File: config.mk
export PLATFORM = sky130hd
export DESIGN_NAME = mmio_bus
export DESIGN_NICKNAME = d
export VERILOG_FILES = /design/src/rtl/mmio_pkg.sv /design/src/rtl/mmio_timer.sv /design/src/rtl/mmio_bus.sv
export SDC_FILE = /design/constraint.sdc
export NUM_CORES = 1
export LEC_CHECK = 0
export ABC_AREA = 1
export ABC_CLOCK_PERIOD_IN_PS = 3100
export BUFFER_PORTS_ARGS = -buffer_cell sky130_fd_sc_hd__buf_2
export CAP_MARGIN = 25
export CORE_AREA = 3 3 174 176
export CTS_BUF_LIST = sky130_fd_sc_hd__clkbuf_16
export CTS_CLUSTER_DIAMETER = 100
export DETAILED_ROUTE_END_ITERATION = 16
export DIE_AREA = 0 0 177 179
export HOLD_SLACK_MARGIN = 0.1
export PLACE_DENSITY = 0.54
export SLEW_MARGIN = 20
export SYNTH_ARGS = -nofsm -noshare
export SYNTH_HDL_FRONTEND = slang
export SYNTH_SLANG_ARGS = --single-unit
File: constraint.sdc
create_clock -name clock -period 3.1 [get_ports clock]
set_clock_uncertainty 0.1 [all_clocks]
set_input_delay 0.155 -clock clock [delete_from_list [all_inputs] [get_ports clock]]
set_output_delay 0.155 -clock clock [all_outputs]
set_load 0.01 [all_outputs]
File: src/rtl/mmio_pkg.sv
// Shared definitions for the MMIO interconnect: FSM states, errno codes,
// the default region tag map and the latched request payload.
package mmio_pkg;

  localparam int unsigned TAG_W   = 12;
  localparam int unsigned DATA_W  = 32;
  localparam int unsigned OP_W    = 3;
  localparam int unsigned ERRNO_W = 3;
  localparam int unsigned TMO_W   = 16;
  localparam int unsigned STATE_W = 2;

  localparam logic [STATE_W-1:0] ST_IDLE   = 2'd0;
  localparam logic [STATE_W-1:0] ST_ACCESS = 2'd1;
  localparam logic [STATE_W-1:0] ST_RESP   = 2'd2;

  localparam logic [ERRNO_W-1:0] ERR_NONE          = 3'd0;
  localparam logic [ERRNO_W-1:0] ERR_INVALID_READ  = 3'd1;
  localparam logic [ERRNO_W-1:0] ERR_INVALID_WRITE = 3'd2;
  localparam logic [ERRNO_W-1:0] ERR_TIMEOUT       = 3'd3;

  // Region map of the existing system (addr[31:20]).
  localparam logic [TAG_W-1:0] TAG_DATA     = 12'h001;
  localparam logic [TAG_W-1:0] TAG_VGA_INFO = 12'h002;
  localparam logic [TAG_W-1:0] TAG_VGA_LINE = 12'h003;
  localparam logic [TAG_W-1:0] TAG_KBD_CODE = 12'h004;
  localparam logic [TAG_W-1:0] TAG_KBD_DOWN = 12'h005;
  localparam logic [TAG_W-1:0] TAG_HEX      = 12'h006;
  localparam logic [TAG_W-1:0] TAG_SW       = 12'h007;
  localparam logic [TAG_W-1:0] TAG_LED      = 12'h008;

  // Full 8-slave table in SLV_TAG packing order (entry 0 in the low bits).
  localparam logic [8*TAG_W-1:0] DEFAULT_SLV_TAGS = {
    TAG_LED, TAG_SW, TAG_HEX, TAG_KBD_DOWN,
    TAG_KBD_CODE, TAG_VGA_LINE, TAG_VGA_INFO, TAG_DATA
  };

  typedef struct packed {
    logic              we;
    logic [DATA_W-1:0] addr;
    logic [DATA_W-1:0] wdata;
    logic [OP_W-1:0]   op;
  } mmio_req_t;

  // Region tag of a byte address.
  function automatic logic [TAG_W-1:0] addr_tag(input logic [DATA_W-1:0] addr);
    return addr[DATA_W-1:DATA_W-TAG_W];
  endfunction

endpackage

File: src/rtl/mmio_timer.sv
// Free-running cycle / us / ms / s counters derived from CLK_HZ by a
// prescaler chain. Only instantiated when MMIO_TIMER_EN is defined.
module mmio_timer
  import mmio_pkg::*;
#(
  parameter int unsigned CLK_HZ = 50000000
) (
  input  logic              clock,
  input  logic              reset,
  input  logic [1:0]        sel_i,
  output logic [DATA_W-1:0] value_c
);

  localparam int unsigned   CYC_PER_US = (CLK_HZ >= 1000000) ? (CLK_HZ / 1000000) : 1;
  localparam logic [31:0]   US_LAST    = 32'(CYC_PER_US - 1);
  localparam logic [9:0]    K_LAST     = 10'd999;

  logic [31:0]       us_pre_q, us_pre_d;
  logic [9:0]        ms_pre_q, ms_pre_d, s_pre_q, s_pre_d;
  logic [DATA_W-1:0] cyc_q, cyc_d, us_q, us_d, ms_q, ms_d, sec_q, sec_d;
  logic              us_tick_c, ms_tick_c, s_tick_c;

  // Prescaler chain: each stage advances on the terminal count of the one below.
  always_comb begin
    us_tick_c = (us_pre_q == US_LAST);
    ms_tick_c = us_tick_c && (ms_pre_q == K_LAST);
    s_tick_c  = ms_tick_c && (s_pre_q == K_LAST);
    cyc_d     = cyc_q + DATA_W'(1);
    us_pre_d  = us_tick_c ? 32'd0 : us_pre_q + 32'd1;
    ms_pre_d  = ms_pre_q;
    s_pre_d   = s_pre_q;
    us_d      = us_q;
    ms_d      = ms_q;
    sec_d     = sec_q;
    if (us_tick_c) begin
      us_d     = us_q + DATA_W'(1);
      ms_pre_d = ms_tick_c ? 10'd0 : ms_pre_q + 10'd1;
    end
    if (ms_tick_c) begin
      ms_d    = ms_q + DATA_W'(1);
      s_pre_d = s_tick_c ? 10'd0 : s_pre_q + 10'd1;
    end
    if (s_tick_c) begin
      sec_d = sec_q + DATA_W'(1);
    end
  end

  // Counter state registers.
  always_ff @(posedge clock) begin
    if (reset) begin
      us_pre_q <= '0;
      ms_pre_q <= '0;
      s_pre_q  <= '0;
      cyc_q    <= '0;
      us_q     <= '0;
      ms_q     <= '0;
      sec_q    <= '0;
    end else begin
      us_pre_q <= us_pre_d;
      ms_pre_q <= ms_pre_d;
      s_pre_q  <= s_pre_d;
      cyc_q    <= cyc_d;
      us_q     <= us_d;
      ms_q     <= ms_d;
      sec_q    <= sec_d;
    end
  end

  // Read-side select by addr[3:2].
  always_comb begin
    value_c = cyc_q;
    case (sel_i)
      2'd1:    value_c = us_q;
      2'd2:    value_c = ms_q;
      2'd3:    value_c = sec_q;
      default: value_c = cyc_q;
    endcase
  end

endmodule

File: src/rtl/mmio_bus.sv
// MMIO interconnect: decodes addr[31:20] to one of NUM_SLV slaves, runs the
// valid/ready handshake with a per-access timeout, and hosts the errno
// register. Optional internal timer region: MMIO_TIMER_EN.
module mmio_bus
  import mmio_pkg::*;
#(
  parameter int unsigned             NUM_SLV   = 8,
  parameter logic [NUM_SLV*TAG_W-1:0] SLV_TAG  = '0,
  parameter logic [TAG_W-1:0]        ERR_TAG   = 12'hFFF,
  parameter int unsigned             TIMEOUT   = 255,
  parameter int unsigned             CLK_HZ    = 50000000,
  parameter logic [TAG_W-1:0]        TIMER_TAG = 12'hFFE
) (
  input  logic                        clock,
  input  logic                        reset,
  input  logic                        req_valid,
  output logic                        req_ready,
  input  logic                        req_we,
  input  logic [DATA_W-1:0]           req_addr,
  input  logic [DATA_W-1:0]           req_wdata,
  input  logic [OP_W-1:0]             req_op,
  output logic                        rsp_valid,
  output logic [DATA_W-1:0]           rsp_rdata,
  output logic                        rsp_err,
  output logic [NUM_SLV-1:0]          slv_sel,
  output logic                        slv_we,
  output logic [DATA_W-1:0]           slv_addr,
  output logic [DATA_W-1:0]           slv_wdata,
  output logic [OP_W-1:0]             slv_op,
  input  logic [NUM_SLV*DATA_W-1:0]   slv_rdata,
  input  logic [NUM_SLV-1:0]          slv_ready
);

  logic [STATE_W-1:0] state_q, state_d;
  logic               req_ready_q, req_ready_d;
  logic               rsp_valid_q, rsp_valid_d;
  logic [DATA_W-1:0]  rsp_rdata_q, rsp_rdata_d;
  logic               rsp_err_q, rsp_err_d;
  logic [NUM_SLV-1:0] sel_q, sel_d;
  logic               we_q, we_d;
  mmio_req_t          req_q, req_d;
  logic [ERRNO_W-1:0] errno_q, errno_d;
  logic [TMO_W-1:0]   cnt_q, cnt_d, cnt_inc_c;

  logic [TAG_W-1:0]   tag_c;
  logic               slv_hit_c;
  logic [NUM_SLV-1:0] slv_onehot_c;
  logic               sel_ready_c;
  logic [DATA_W-1:0]  sel_rdata_c;
  logic [DATA_W-1:0]  timer_value_c;

`ifdef MMIO_TIMER_EN
  mmio_timer #(.CLK_HZ(CLK_HZ)) u_timer (
    .clock   (clock),
    .reset   (reset),
    .sel_i   (req_addr[3:2]),
    .value_c (timer_value_c)
  );
`else
  // Timer configuration has no effect in this build; TIMER_TAG is a plain miss.
  logic unused_timer_cfg;
  assign timer_value_c    = '0;
  assign unused_timer_cfg = ^{32'(CLK_HZ), TIMER_TAG, timer_value_c};
`endif

  // Tag decode against the slave table; lowest matching index wins.
  always_comb begin
    tag_c        = addr_tag(req_addr);
    slv_hit_c    = 1'b0;
    slv_onehot_c = '0;
    for (int unsigned i = 0; i < NUM_SLV; i++) begin
      if (!slv_hit_c && (tag_c == SLV_TAG[i*TAG_W +: TAG_W])) begin
        slv_hit_c       = 1'b1;
        slv_onehot_c[i] = 1'b1;
      end
    end
  end

  // Completion and read data of the currently selected slave only.
  always_comb begin
    sel_ready_c = |(slv_ready & sel_q);
    sel_rdata_c = '0;
    for (int unsigned i = 0; i < NUM_SLV; i++) begin
      if (sel_q[i]) begin
        sel_rdata_c = sel_rdata_c | slv_rdata[i*DATA_W +: DATA_W];
      end
    end
  end

  // Next-state and output logic of the IDLE / ACCESS / RESP sequencer.
  always_comb begin
    state_d     = state_q;
    req_ready_d = req_ready_q;
    rsp_valid_d = 1'b0;
    rsp_rdata_d = rsp_rdata_q;
    rsp_err_d   = rsp_err_q;
    sel_d       = sel_q;
    we_d        = we_q;
    req_d       = req_q;
    errno_d     = errno_q;
    cnt_inc_c   = cnt_q + TMO_W'(1);
    cnt_d       = cnt_q;

    case (state_q)
      ST_IDLE: begin
        req_ready_d = 1'b1;
        if (req_valid) begin
          req_d       = '{we: req_we, addr: req_addr, wdata: req_wdata, op: req_op};
          req_ready_d = 1'b0;
          if (slv_hit_c) begin
            state_d = ST_ACCESS;
            sel_d   = slv_onehot_c;
            we_d    = req_we;
            cnt_d   = '0;
          end else if (tag_c == ERR_TAG) begin
            state_d     = ST_RESP;
            rsp_valid_d = 1'b1;
            rsp_err_d   = 1'b0;
            if (req_we) begin
              errno_d     = req_wdata[ERRNO_W-1:0];
              rsp_rdata_d = '0;
            end else begin
              rsp_rdata_d = DATA_W'(errno_q);
            end
`ifdef MMIO_TIMER_EN
          end else if (tag_c == TIMER_TAG) begin
            state_d     = ST_RESP;
            rsp_valid_d = 1'b1;
            if (req_we) begin
              errno_d     = ERR_INVALID_WRITE;
              rsp_err_d   = 1'b1;
              rsp_rdata_d = '0;
            end else begin
              rsp_err_d   = 1'b0;
              rsp_rdata_d = timer_value_c;
            end
`endif
          end else begin
            state_d     = ST_RESP;
            rsp_valid_d = 1'b1;
            rsp_err_d   = 1'b1;
            rsp_rdata_d = '0;
            errno_d     = req_we ? ERR_INVALID_WRITE : ERR_INVALID_READ;
          end
        end
      end

      ST_ACCESS: begin
        req_ready_d = 1'b0;
        if (sel_ready_c) begin
          state_d     = ST_RESP;
          rsp_valid_d = 1'b1;
          rsp_err_d   = 1'b0;
          rsp_rdata_d = req_q.we ? '0 : sel_rdata_c;
          sel_d       = '0;
          we_d        = 1'b0;
        end else if (cnt_inc_c == TMO_W'(TIMEOUT)) begin
          state_d     = ST_RESP;
          rsp_valid_d = 1'b1;
          rsp_err_d   = 1'b1;
          rsp_rdata_d = '0;
          errno_d     = ERR_TIMEOUT;
          sel_d       = '0;
          we_d        = 1'b0;
        end else begin
          cnt_d = cnt_inc_c;
        end
      end

      ST_RESP: begin
        state_d     = ST_IDLE;
        req_ready_d = 1'b1;
      end

      default: begin
        state_d     = ST_IDLE;
        req_ready_d = 1'b1;
        sel_d       = '0;
        we_d        = 1'b0;
      end
    endcase
  end

  // State and output registers; synchronous reset.
  always_ff @(posedge clock) begin
    if (reset) begin
      state_q     <= ST_IDLE;
      req_ready_q <= 1'b1;
      rsp_valid_q <= 1'b0;
      rsp_rdata_q <= '0;
      rsp_err_q   <= 1'b0;
      sel_q       <= '0;
      we_q        <= 1'b0;
      req_q       <= '0;
      errno_q     <= ERR_NONE;
      cnt_q       <= '0;
    end else begin
      state_q     <= state_d;
      req_ready_q <= req_ready_d;
      rsp_valid_q <= rsp_valid_d;
      rsp_rdata_q <= rsp_rdata_d;
      rsp_err_q   <= rsp_err_d;
      sel_q       <= sel_d;
      we_q        <= we_d;
      req_q       <= req_d;
      errno_q     <= errno_d;
      cnt_q       <= cnt_d;
    end
  end

  assign req_ready = req_ready_q;
  assign rsp_valid = rsp_valid_q;
  assign rsp_rdata = rsp_rdata_q;
  assign rsp_err   = rsp_err_q;
  assign slv_sel   = sel_q;
  assign slv_we    = we_q;
  assign slv_addr  = req_q.addr;
  assign slv_wdata = req_q.wdata;
  assign slv_op    = req_q.op;

endmodule

==> out/results.tsv, run 1 <==
stage	metric	value	unit
status	status	finished clean	
floorplan	Die Y	179	um
drt	WL per Instance	13.14	um
floorplan	initial core utilization	0.1997	
critical_path	critical path type	reg2reg	
power	Peak VDD IR	0.2656	mV
cells_and_area	final instance area	8185	um^2
critical_path	worst path required time	3.34	ns
timing	Setup violations, final	0	
floorplan	FP Rows	62	
synth	average cell area after synthesis	7.304	um^2
floorplan	DIE AREA	31680	um^2
placed_design	Routability Congestion	0.8010	
cells_and_area	Fill cells	3097	
critical_path	CP Max Fanout	35	
critical_path	Buf/Inv on CP	1	
drt	Routed Antenna Nets	0	
critical_path	cell mode on critical path	nand2_1	
clock_tree	total CTS buffers	17	
timing	Final Hold Viols	0	
critical_path	Crit. End Element	register	
synth	leading area contributor after synthesis	dfxtp_1	
placed_design	PortBufs	207	
drt	First-pass DRT Iterations	4	
floorplan	core area	28780	um^2
clock_tree	Root Driver	clkbuf_16	
global_route	largest net degree at the start of global routing	92	
drt	via count of the routed design	5735	
synth	top cell type's share of synthesized area	0.4388	
critical_path	CP max-delay cell	inv_2	
cells_and_area	synthesis-to-finish area growth	42.40	%
synth	Post-Syn Instances	787	
critical_path	Startpoint Class	register	
timing	unrepaired setup endpoints after global routing	no	
clock_tree	TritonCTS clock tree	done	
placed_design	post-DP HPWL	12.31	mm
critical_path	reg-to-reg slack, setup	0.57	ns
synth	Synth area leaders	dfxtp_1, nor2_1, buf_4, o21ai_0, nand2_1	
global_route	total grt overflow	0	
critical_path	worst stage delay on the critical path	0.49	ns
power	Lkg Pwr	3.654	nW
drt	DRC	0	
global_route	Total GRT Usage	0.1138	
clock_tree	clock slew seen by the registers of the worst setup and hold paths	0.06	ns
cells_and_area	area of the multi-input gates	2347	um^2
clock_tree	CTS H-Tree Depth	4	
global_route	global-route wire length before repair	28.25	mm
critical_path	Top Family by Delay on Critical Path	simple AND/OR/NAND/NOR gates	
power	Cell Pwr Density	508.7	nW/um^2
floorplan	Die W	177	um
drt	Routed WL	18.57	mm
timing	fin crit period	2.533	ns
worst_hold_path	Min-Delay Path Class	in2reg	
timing	Max Clk Rate	394.7	MHz
timing	max_slew headroom	0.4580	
cells_and_area	register area	2522	um^2
clock_tree	clk buf depth	2	
critical_path	cells along the critical path	ha_1 -> nand3_2 -> nor2_4 -> nand3_1 -> nand2_1 -> nand2_1 -> nand3_1 -> nor2_1 -> nand3_1 -> nand2_1 -> inv_2 -> nand2_1 -> a21oi_1	
synth	Syn Std Cell Area	5748	um^2
synth	flop and latch count out of synthesis	126	
run	Max-Cap Viols	0	
floorplan	# IOs	446	
global_route	vias in the first global route	5426	
drt	First DRT Iteration DRCs	239	
timing	Setup TNS Final	0	ns
timing	max-slew violations	0	
clock_tree	worst skew pair latency	0.41	ns
clock_tree	clk sinks	126	
synth	sequential fraction of the synthesis area	0.4388	
synth	Yosys warnings	0	
synth	post-synth cell types	33	
placed_design	placed instance area	6606	um^2
clock_tree	Post-CTS Repair Setup Buffers	0	
global_route	initial antenna violation count	3	
cells_and_area	Nets	1351	
timing	Slew @ Worst Pin	0.8129	ns
timing	crit share post-route	0.8172	
critical_path	Worst Path Arrival	2.78	ns
cells_and_area	fraction of layout cells with a size suffix above 1	0.2590	
drt	drt via density	4.059	
[state kept, by name, indices dropped and copies added (netlist names)]
name and flops:
cnt_q 16, errno_q 3, req_q 1, req_ready 1
rsp_err 1, rsp_rdata 32, rsp_valid 1, slv_addr 32
slv_op 3, slv_sel 1, slv_wdata 32, slv_we 1
state_q 2
[cell usage in the layout (no fill, tap or decap), types with 2 or more instances in the layout]
cell type      instances
a21oi_1               52
a21oi_2                3
buf_2                207
buf_4                  6
clkbuf_16             17
clkinv_1               2
clkinv_4               3
clkinvlp_4             5
conb_1                 7
dfxtp_1              126
diode_2                2
dlygate4sd3_1        101
ha_1                   2
inv_1                 35
inv_2                  3
inv_6                  5
nand2_1               96
nand2_2                3
nand3_1               52
nand3_2                2
nand4_1               13
nor2_1               172
nor2_2                 4
nor2_4                 3
nor3_1                 5
nor4_1                 3
o21ai_0               85
o21ai_1                4
xor2_1                 2
[path summary, 6_finish.rpt]
path / cells past startpoint / end / start
min: 5 / errno_q[1] / reset
max reg2reg: 13 / rsp_err / cnt_q[1]
max: 13 / rsp_err / cnt_q[1]
min reg2reg: 2 / rsp_rdata[7] / rsp_rdata[7]
[where the power goes]
group / switching [mW] / total, mW / leakage, nW / internal (mW)
clock network: 0.801 / 1.91 / 0.260 / 1.11
logic: 0.280 / 0.519 / 2.36 / 0.239
registers: 0.0348 / 1.73 / 1.03 / 1.70
[synthesized netlist by cell type]
library cell / count
a21oi_2: 3
nand2_1: 97
buf_6: 4
nand3_1: 52
nand4_1: 13
dfxtp_1: 126
nand3_4: 1
a21oi_1: 52
nand2_4: 1
nand2_2: 2
o22ai_1: 1
xnor2_1: 1
inv_2: 1
o21ai_1: 4
nor3_1: 5
conb_1: 1
nand3_2: 2
a31oi_1: 1
o211ai_1: 1
buf_2: 2
nor4_1: 3
ha_1: 2
xor2_1: 2
buf_4: 74
inv_6: 1
inv_1: 36
clkinv_1: 2
nor2_1: 173
clkbuf_1: 32
buf_12: 1
nor2_4: 3
o21ai_0: 85
nor2_2: 3
[worst register-to-register path, cell delays in order, from the launching register on]
cell     delay (ns)
dfxtp_1        0.39
ha_1           0.25
nand3_2        0.13
nor2_4         0.23
nand3_1        0.10
nand2_1        0.07
nand2_1        0.06
nand3_1        0.07
nor2_1         0.07
nand3_1        0.09
nand2_1        0.13
inv_2          0.49
nand2_1        0.12
a21oi_1        0.17
[metrics by stage]
stage / worst slack (ns) / std cells / hold slack (ns) / power (mW) / util
4_1_cts: 0.5127 / 1411 / 0.1588 / 4.244 / 0.2842
3_5_place_dp: 0.5462 / 1278 / 0.3118 / 2.191 / 0.2295
5_1_grt: 0.2402 / 1413 / 0.1995 / 4.376 / 0.2844
6_report: 0.5667 / 1413 / 0.1495 / 4.164 / 0.2844
2_1_floorplan: 1.029 / 793 / 0.2034 / 2.077 / -
3_3_place_gp: 0.5794 / 1278 / 0.3038 / 2.186 / 0.2295
[metal layers]
metal	global-route usage	share of wire
met5	0	0
met4	0.03961	0.017
met3	0.04913	0.099
met2	0.1793	0.43
met1	0.1388	0.45
[layout make-up]
type / count / area share
Sequential cell: 126 / 0.3082
Inverter: 40 / 0.01895
Multi-Input combinational cell: 514 / 0.2868
Antenna cell: 2 / 0.0006114
Timing Repair Buffer: 315 / 0.2580
Clock inverter: 15 / 0.01681
Clock buffer: 17 / 0.05197
Tap cell: 384 / 0.05870
[cells by family after synthesis]
logic type	count (synthesis)	synth area share
AO/OA/AOI/OAI	147	0.1308
XOR/XNOR	3	0.004572
adder cells (fa/ha/maj)	2	0.004353
buffers and inverters	153	0.1576
flip-flops	126	0.4388
other	1	0.0006524
AND/OR/NAND/NOR	355	0.2632
[what timing repair did]
item,in CTS,in global routing
hold buffers,101,0
hold endpoints to repair,103,0
resized for setup,0,0
Note: power is estimated with default switching activity, not from simulation.
==> run 2: changes to the inputs <==
ABC_CLOCK_PERIOD_IN_PS = 2400   (was 3100)
CORE_AREA = 3 3 170 172   (was 3 3 174 176)
DIE_AREA = 0 0 173 175   (was 0 0 177 179)
PLACE_DENSITY = 0.55   (was 0.54)
clock period = 2.4 ns   (was 3.1 ns; I/O delays follow)
==> out/results.tsv, run 2 (synthesized netlist as in run 1, its figures left out) <==
stage	metric	value	unit
critical_path	reg-to-reg slack, setup	0.17	ns
cells_and_area	final core occ	0.3055	
worst_hold_path	WHS Path Cells	3	
cells_and_area	Nets	1365	
timing	fin crit period	2.233	ns
global_route	initial antenna violation count	2	
clock_tree	clk sinks	126	
floorplan	Die W	173	um
clock_tree	clock slew seen by the registers of the worst setup and hold paths	0.06	ns
clock_tree	Root Driver	clkbuf_16	
floorplan	initial core utilization	0.2080	
floorplan	FP Rows	61	
clock_tree	CTS H-Tree Depth	4	
critical_path	FF-to-FF Start	cnt_q[1]	
cells_and_area	most frequent cells in the layout	buf_2, nor2_1, dfxtp_1	
worst_hold_path	hold endpoint	rsp_rdata[10]	
drt	WL per Instance	14.67	um
global_route	vias in the first global route	5524	
drt	First-pass DRT Iterations	4	
drt	Routed Antenna Nets	0	
power	Lkg Pwr	3.773	nW
floorplan	core area	27630	um^2
placed_design	PortBufs	207	
placed_design	Routability Congestion	0.7826	
global_route	Total GRT Usage	0.1334	
run	Max-Cap Viols	0	
timing	Final Hold Viols	0	
power	Cell Pwr Density	673.4	nW/um^2
timing	max-slew violations	0	
cells_and_area	fraction of layout cells with a size suffix above 1	0.2757	
placed_design	post-DP HPWL	14.11	mm
cells_and_area	leading cell type in the layout, fill and taps excluded	buf_2	
global_route	global-route wire length before repair	31.88	mm
power	Peak VDD IR	0.3246	mV
worst_hold_path	Min-Delay Path Class	in2reg	
floorplan	# IOs	446	
timing	crit share post-route	0.9303	
drt	First DRT Iteration DRCs	301	
critical_path	CP Max Fanout	9	
clock_tree	worst skew pair latency	0.41	ns
timing	Max Clk Rate	447.9	MHz
drt	Routed WL	20.83	mm
timing	PnR worst setup slack	0.1672	ns
global_route	largest net degree at the start of global routing	58	
timing	Setup TNS Final	0	ns
drt	DRC	0	
critical_path	reg2reg path depth	15	
floorplan	Die Y	175	um
worst_hold_path	hold_sp	reset	
timing	Slew @ Worst Pin	0.6057	ns
cells_and_area	synthesis-to-finish area growth	46.82	%
critical_path	critical path type	reg2reg	
global_route	total grt overflow	0	
drt	drt via density	4.081	
timing	max_slew headroom	0.5962	
clock_tree	clk buf depth	2	
status	status	finished clean	
critical_path	Crit. End Element	register	
clock_tree	total CTS buffers	17	
drt	via count of the routed design	5795	
timing	Setup violations, final	0	
critical_path	Startpoint Class	register	
critical_path	Worst Path Arrival	2.44	ns
placed_design	pre-CTS setup slack	-0.03593	ns
critical_path	reg-to-reg endpoint	cnt_q[8]	
timing	Hold Slack	0.1382	ns
clock_tree	TritonCTS clock tree	done	
floorplan	DIE AREA	30280	um^2
critical_path	worst path required time	2.60	ns
## run 2: critical path, stage by stage, from the launching register on
cell	delay, ns
dfxtp_2	0.37
ha_4	0.16
nand3_4	0.09
nor2_4	0.20
buf_12	0.13
nand3_1	0.06
nand2_1	0.06
nand2_1	0.06
nand3_1	0.07
nor2_1	0.07
nand2_2	0.11
nand3_4	0.16
nand2_8	0.19
clkinv_8	0.09
a21oi_1	0.14
nor2_1	0.05
## run 2: worst max-delay path by stage
stage / startpoint / cells past startpoint / end / slack [ns]
after floorplan: cnt_q[1] / 15 / cnt_q[15] / 0.33
after global placement: cnt_q[1] / 14 / rsp_rdata[1] / -0.006
after detailed placement: cnt_q[2] / 11 / rsp_rdata[28] / -0.04
after CTS: cnt_q[1] / 15 / cnt_q[15] / 0.03
after global routing: cnt_q[2] / 14 / cnt_q[3] / -0.001
final: cnt_q[1] / 15 / cnt_q[8] / 0.17
## run 2: final cells by class
| type | instances | area [um^2] |
|---|---|---|
| repair inverters | 1 | 8.758 |
| diodes | 1 | 2.502 |
| well taps | 378 | 473.0 |
| inverters | 40 | 188.9 |
| flip-flops and latches | 126 | 2530 |
| multi-input cells | 516 | 2410 |
| repair buffers | 326 | 2207 |
| clock buffers | 17 | 425.4 |
| clock inverters | 15 | 193.9 |
| fillers | 2962 | 19190 |
## run 2: power by group
group          switching (mW)  total (mW)  internal (mW)
clock network            1.01        2.74           1.73
logic                   0.378       0.700          0.322
registers              0.0478        2.24           2.19
total                    1.44        5.68           4.25
## run 2: metal layers
metal  track usage  part of all wire
met4       0.03345            0.0050
met2        0.1965              0.42
met1        0.1747              0.47
met5             0                 0
met3       0.06519              0.10
## run 2: timing repair
action / CTS / global route
endpoints found under the setup margin: 14 / 57
setup buffers: 0 / 5
gates resized for setup: 1 / 20
hold endpoints to repair: 105 / 0
pin swaps: 0 / 3
hold buffers: 101 / 0
cloned: 0 / 3
## run 2: per-stage QoR
stage	area [um^2]	total power [mW]	cells
2_1_floorplan	5771	2.683	793
3_3_place_gp	6644	2.846	1278
3_5_place_dp	6644	2.849	1278
4_1_cts	8277	5.769	1411
5_1_grt	8437	5.949	1419
6_report	8439	5.683	1420
==> run 3: changes to the inputs <==
ABC_CLOCK_PERIOD_IN_PS = 2150   (was 2400)
CELL_PAD_IN_SITES_DETAIL_PLACEMENT = 0   (was not set)
CELL_PAD_IN_SITES_GLOBAL_PLACEMENT = 2   (was not set)
CORE_AREA = not set   (was 3 3 170 172)
CORE_MARGIN = 3   (was not set)
CORE_UTILIZATION = 19   (was not set)
DIE_AREA = not set   (was 0 0 173 175)
PLACE_DENSITY = 0.88   (was 0.55)
clock period = 2.15 ns   (was 2.4 ns; I/O delays follow)
==> out/results.tsv, run 3 (synthesized netlist as in run 1, its figures left out) <==
stage	metric	value	unit
timing	PnR worst setup slack	-0.1538	ns
drt	First-pass DRT Iterations	5	
timing	Slew @ Worst Pin	0.5999	ns
global_route	vias in the first global route	5843	
global_route	Total GRT Usage	0.1214	
critical_path	CP Max Fanout	8	
power	P_sw	1.568	mW
critical_path	Worst Path Arrival	2.52	ns
timing	crit share post-route	1.072	
drt	Routed Antenna Nets	0	
floorplan	Die Y	179.9	um
cells_and_area	leading cell type in the layout, fill and taps excluded	buf_2	
critical_path	Startpoint Class	register	
power	Pint	4.870	mW
power	clock share of power	0.484	
timing	max-slew violations	0	
critical_path	FF-to-FF Start	cnt_q[0]	
timing	Final Hold Viols	0	
power	Lkg Pwr	4.199	nW
critical_path	reg2reg path depth	17	
critical_path	worst path required time	2.36	ns
critical_path	Setup crit end	cnt_q[0]	
cells_and_area	most frequent cells in the layout	buf_2, nor2_1, dfxtp_1	
critical_path	reg-to-reg endpoint	cnt_q[0]	
timing	Max Clk Rate	434.1	MHz
clock_tree	worst skew pair latency	0.42	ns
floorplan	core area	29720	um^2
run	Max-Cap Viols	0	
critical_path	crit path from	cnt_q[0]	
drt	via count of the routed design	6016	
cells_and_area	Nets	1417	
clock_tree	clock slew seen by the registers of the worst setup and hold paths	0.06	ns
worst_hold_path	WHS Path Cells	3	
critical_path	Buf/Inv on CP	4	
placed_design	PortBufs	207	
drt	DRC	0	
drt	First DRT Iteration DRCs	281	
status	status	finished, violations left	
global_route	largest net degree at the start of global routing	77	
drt	WL per Instance	13.91	um
floorplan	DIE AREA	32380	um^2
clock_tree	clk buf depth	2	
power	Sequential Power Share	0.388	
critical_path	worst stage delay on the critical path	0.36	ns
floorplan	# IOs	446	
critical_path	reg-to-reg slack, setup	-0.15	ns
critical_path	Crit. End Element	register	
critical_path	CP max-delay cell	dfxtp_4	
power	part of the power in combinational logic	0.128	
placed_design	DP Cell Count	1314	
timing	fin crit period	2.304	ns
critical_path	WP depth	17	
cells_and_area	# diodes	0	
placed_design	post-DP HPWL	13.21	mm
clock_tree	clk sinks	126	
timing	max_slew headroom	0.5996	
critical_path	Top Family by Delay on Critical Path	simple AND/OR/NAND/NOR gates	
clock_tree	Root Driver	clkbuf_16	
global_route	initial antenna violation count	1	
cells_and_area	Post-Layout Cell Count	1482	
cells_and_area	synthesis-to-finish area growth	61.99	%
clock_tree	TritonCTS clock tree	done	
global_route	total grt overflow	0	
placed_design	Routability Congestion	0.7707	
floorplan	FP Rows	63	
drt	drt via density	4.059	
floorplan	Die W	179.9	um
status	violations in the final reports	setup timing	
placed_design	pre-CTS setup slack	-0.1428	ns
power	Cell Pwr Density	691.4	nW/um^2
cells_and_area	fraction of layout cells with a size suffix above 1	0.3727	
timing	unrepaired setup endpoints after global routing	yes	
power	switch share	0.2435	
drt	Routed WL	20.61	mm
clock_tree	total CTS buffers	17	
clock_tree	CTS H-Tree Depth	4	
critical_path	cells along the critical path	ha_4 -> nand3_4 -> nor2_4 -> buf_12 -> buf_4 -> nand3_2 -> nand2_2 -> nor2_2 -> nand2_1 -> nor2_2 -> buf_4 -> nand2_4 -> nand3_4 -> buf_12 -> nand2_8 -> o21ai_0 -> nor2_1	
power	Peak VDD IR	0.4974	mV
global_route	global-route wire length before repair	31.55	mm
floorplan	initial core utilization	0.1934	
critical_path	critical path type	reg2reg	
worst_hold_path	Min-Delay Path Class	in2reg	
timing	Setup violations, final	46	
## run 3: worst register-to-register path: stages (launching register included)
cell and delay (ns):
dfxtp_4 0.36, ha_4 0.17, nand3_4 0.09, nor2_4 0.05, buf_12 0.13, buf_4 0.13, nand3_2 0.05, nand2_2 0.07
nor2_2 0.13, nand2_1 0.09, nor2_2 0.13, buf_4 0.14, nand2_4 0.05, nand3_4 0.11, buf_12 0.14, nand2_8 0.08
o21ai_0 0.15, nor2_1 0.05
## run 3: per-layer routing
metal / vias up / track usage / share of wire
met2: 193 / 0.2084 / 0.49
met1: 2738 / 0.1467 / 0.43
met3: 17 / 0.03541 / 0.068
met4: 2 / 0.03744 / 0.012
met5: - / 0 / 0.00034
li1: 3066 / - / -
## run 3: metrics by stage
step | hold slack, ns | instance area (um^2) | TNS [ns] | util | power [mW]
2_1_floorplan | 0.1559 | 5771 | 0 | - | 2.995
3_5_place_dp | 0.2661 | 6852 | -6.160 | 0.2306 | 3.181
3_3_place_gp | 0.2564 | 6852 | -3.261 | 0.2306 | 3.176
6_report | 0.1583 | 9311 | -4.777 | 0.3133 | 6.438
4_1_cts | 0.1160 | 8795 | -3.107 | 0.2959 | 6.517
5_1_grt | 0.1588 | 9311 | -12.05 | 0.3133 | 6.723
## run 3: worst min path at each step
stage,start,slack [ns],end
floorplan,req_wdata[0],0.16,slv_wdata[0]
global placement,req_wdata[23],0.26,slv_wdata[23]
detailed placement,req_wdata[22],0.27,slv_wdata[22]
CTS,reset,0.12,rsp_valid
global route,reset,0.16,rsp_valid
finish,reset,0.16,rsp_valid
## run 3: repair_timing
item,4_1_cts,5_1_grt
gates resized for setup,24,113
buffers inserted,21,11
hold buffers,101,0
cloned,2,4
setup endpoints to repair,57,57
pin swaps,10,26
hold endpoints to repair,105,0
## run 3: power by group through the flow
stage / logic (mW) / registers [mW] / clock network, mW
global route: 0.913 / 2.51 / 3.30
global placement: 0.629 / 2.55 / 0
CTS: 0.799 / 2.50 / 3.22
detailed placement: 0.631 / 2.55 / 0
finish: 0.823 / 2.50 / 3.12
floorplan: 0.450 / 2.55 / 0
## run 3: final cells by class
class	instances	area, um^2
Fill cell	3159	20410
Inverter	40	171.4
Sequential cell	126	2536
Tap cell	390	488.0
Clock buffer	17	425.4
Timing Repair Buffer	377	2716
Timing Repair inverter	2	22.52
Multi-Input combinational cell	516	2750
Clock inverter	14	201.4
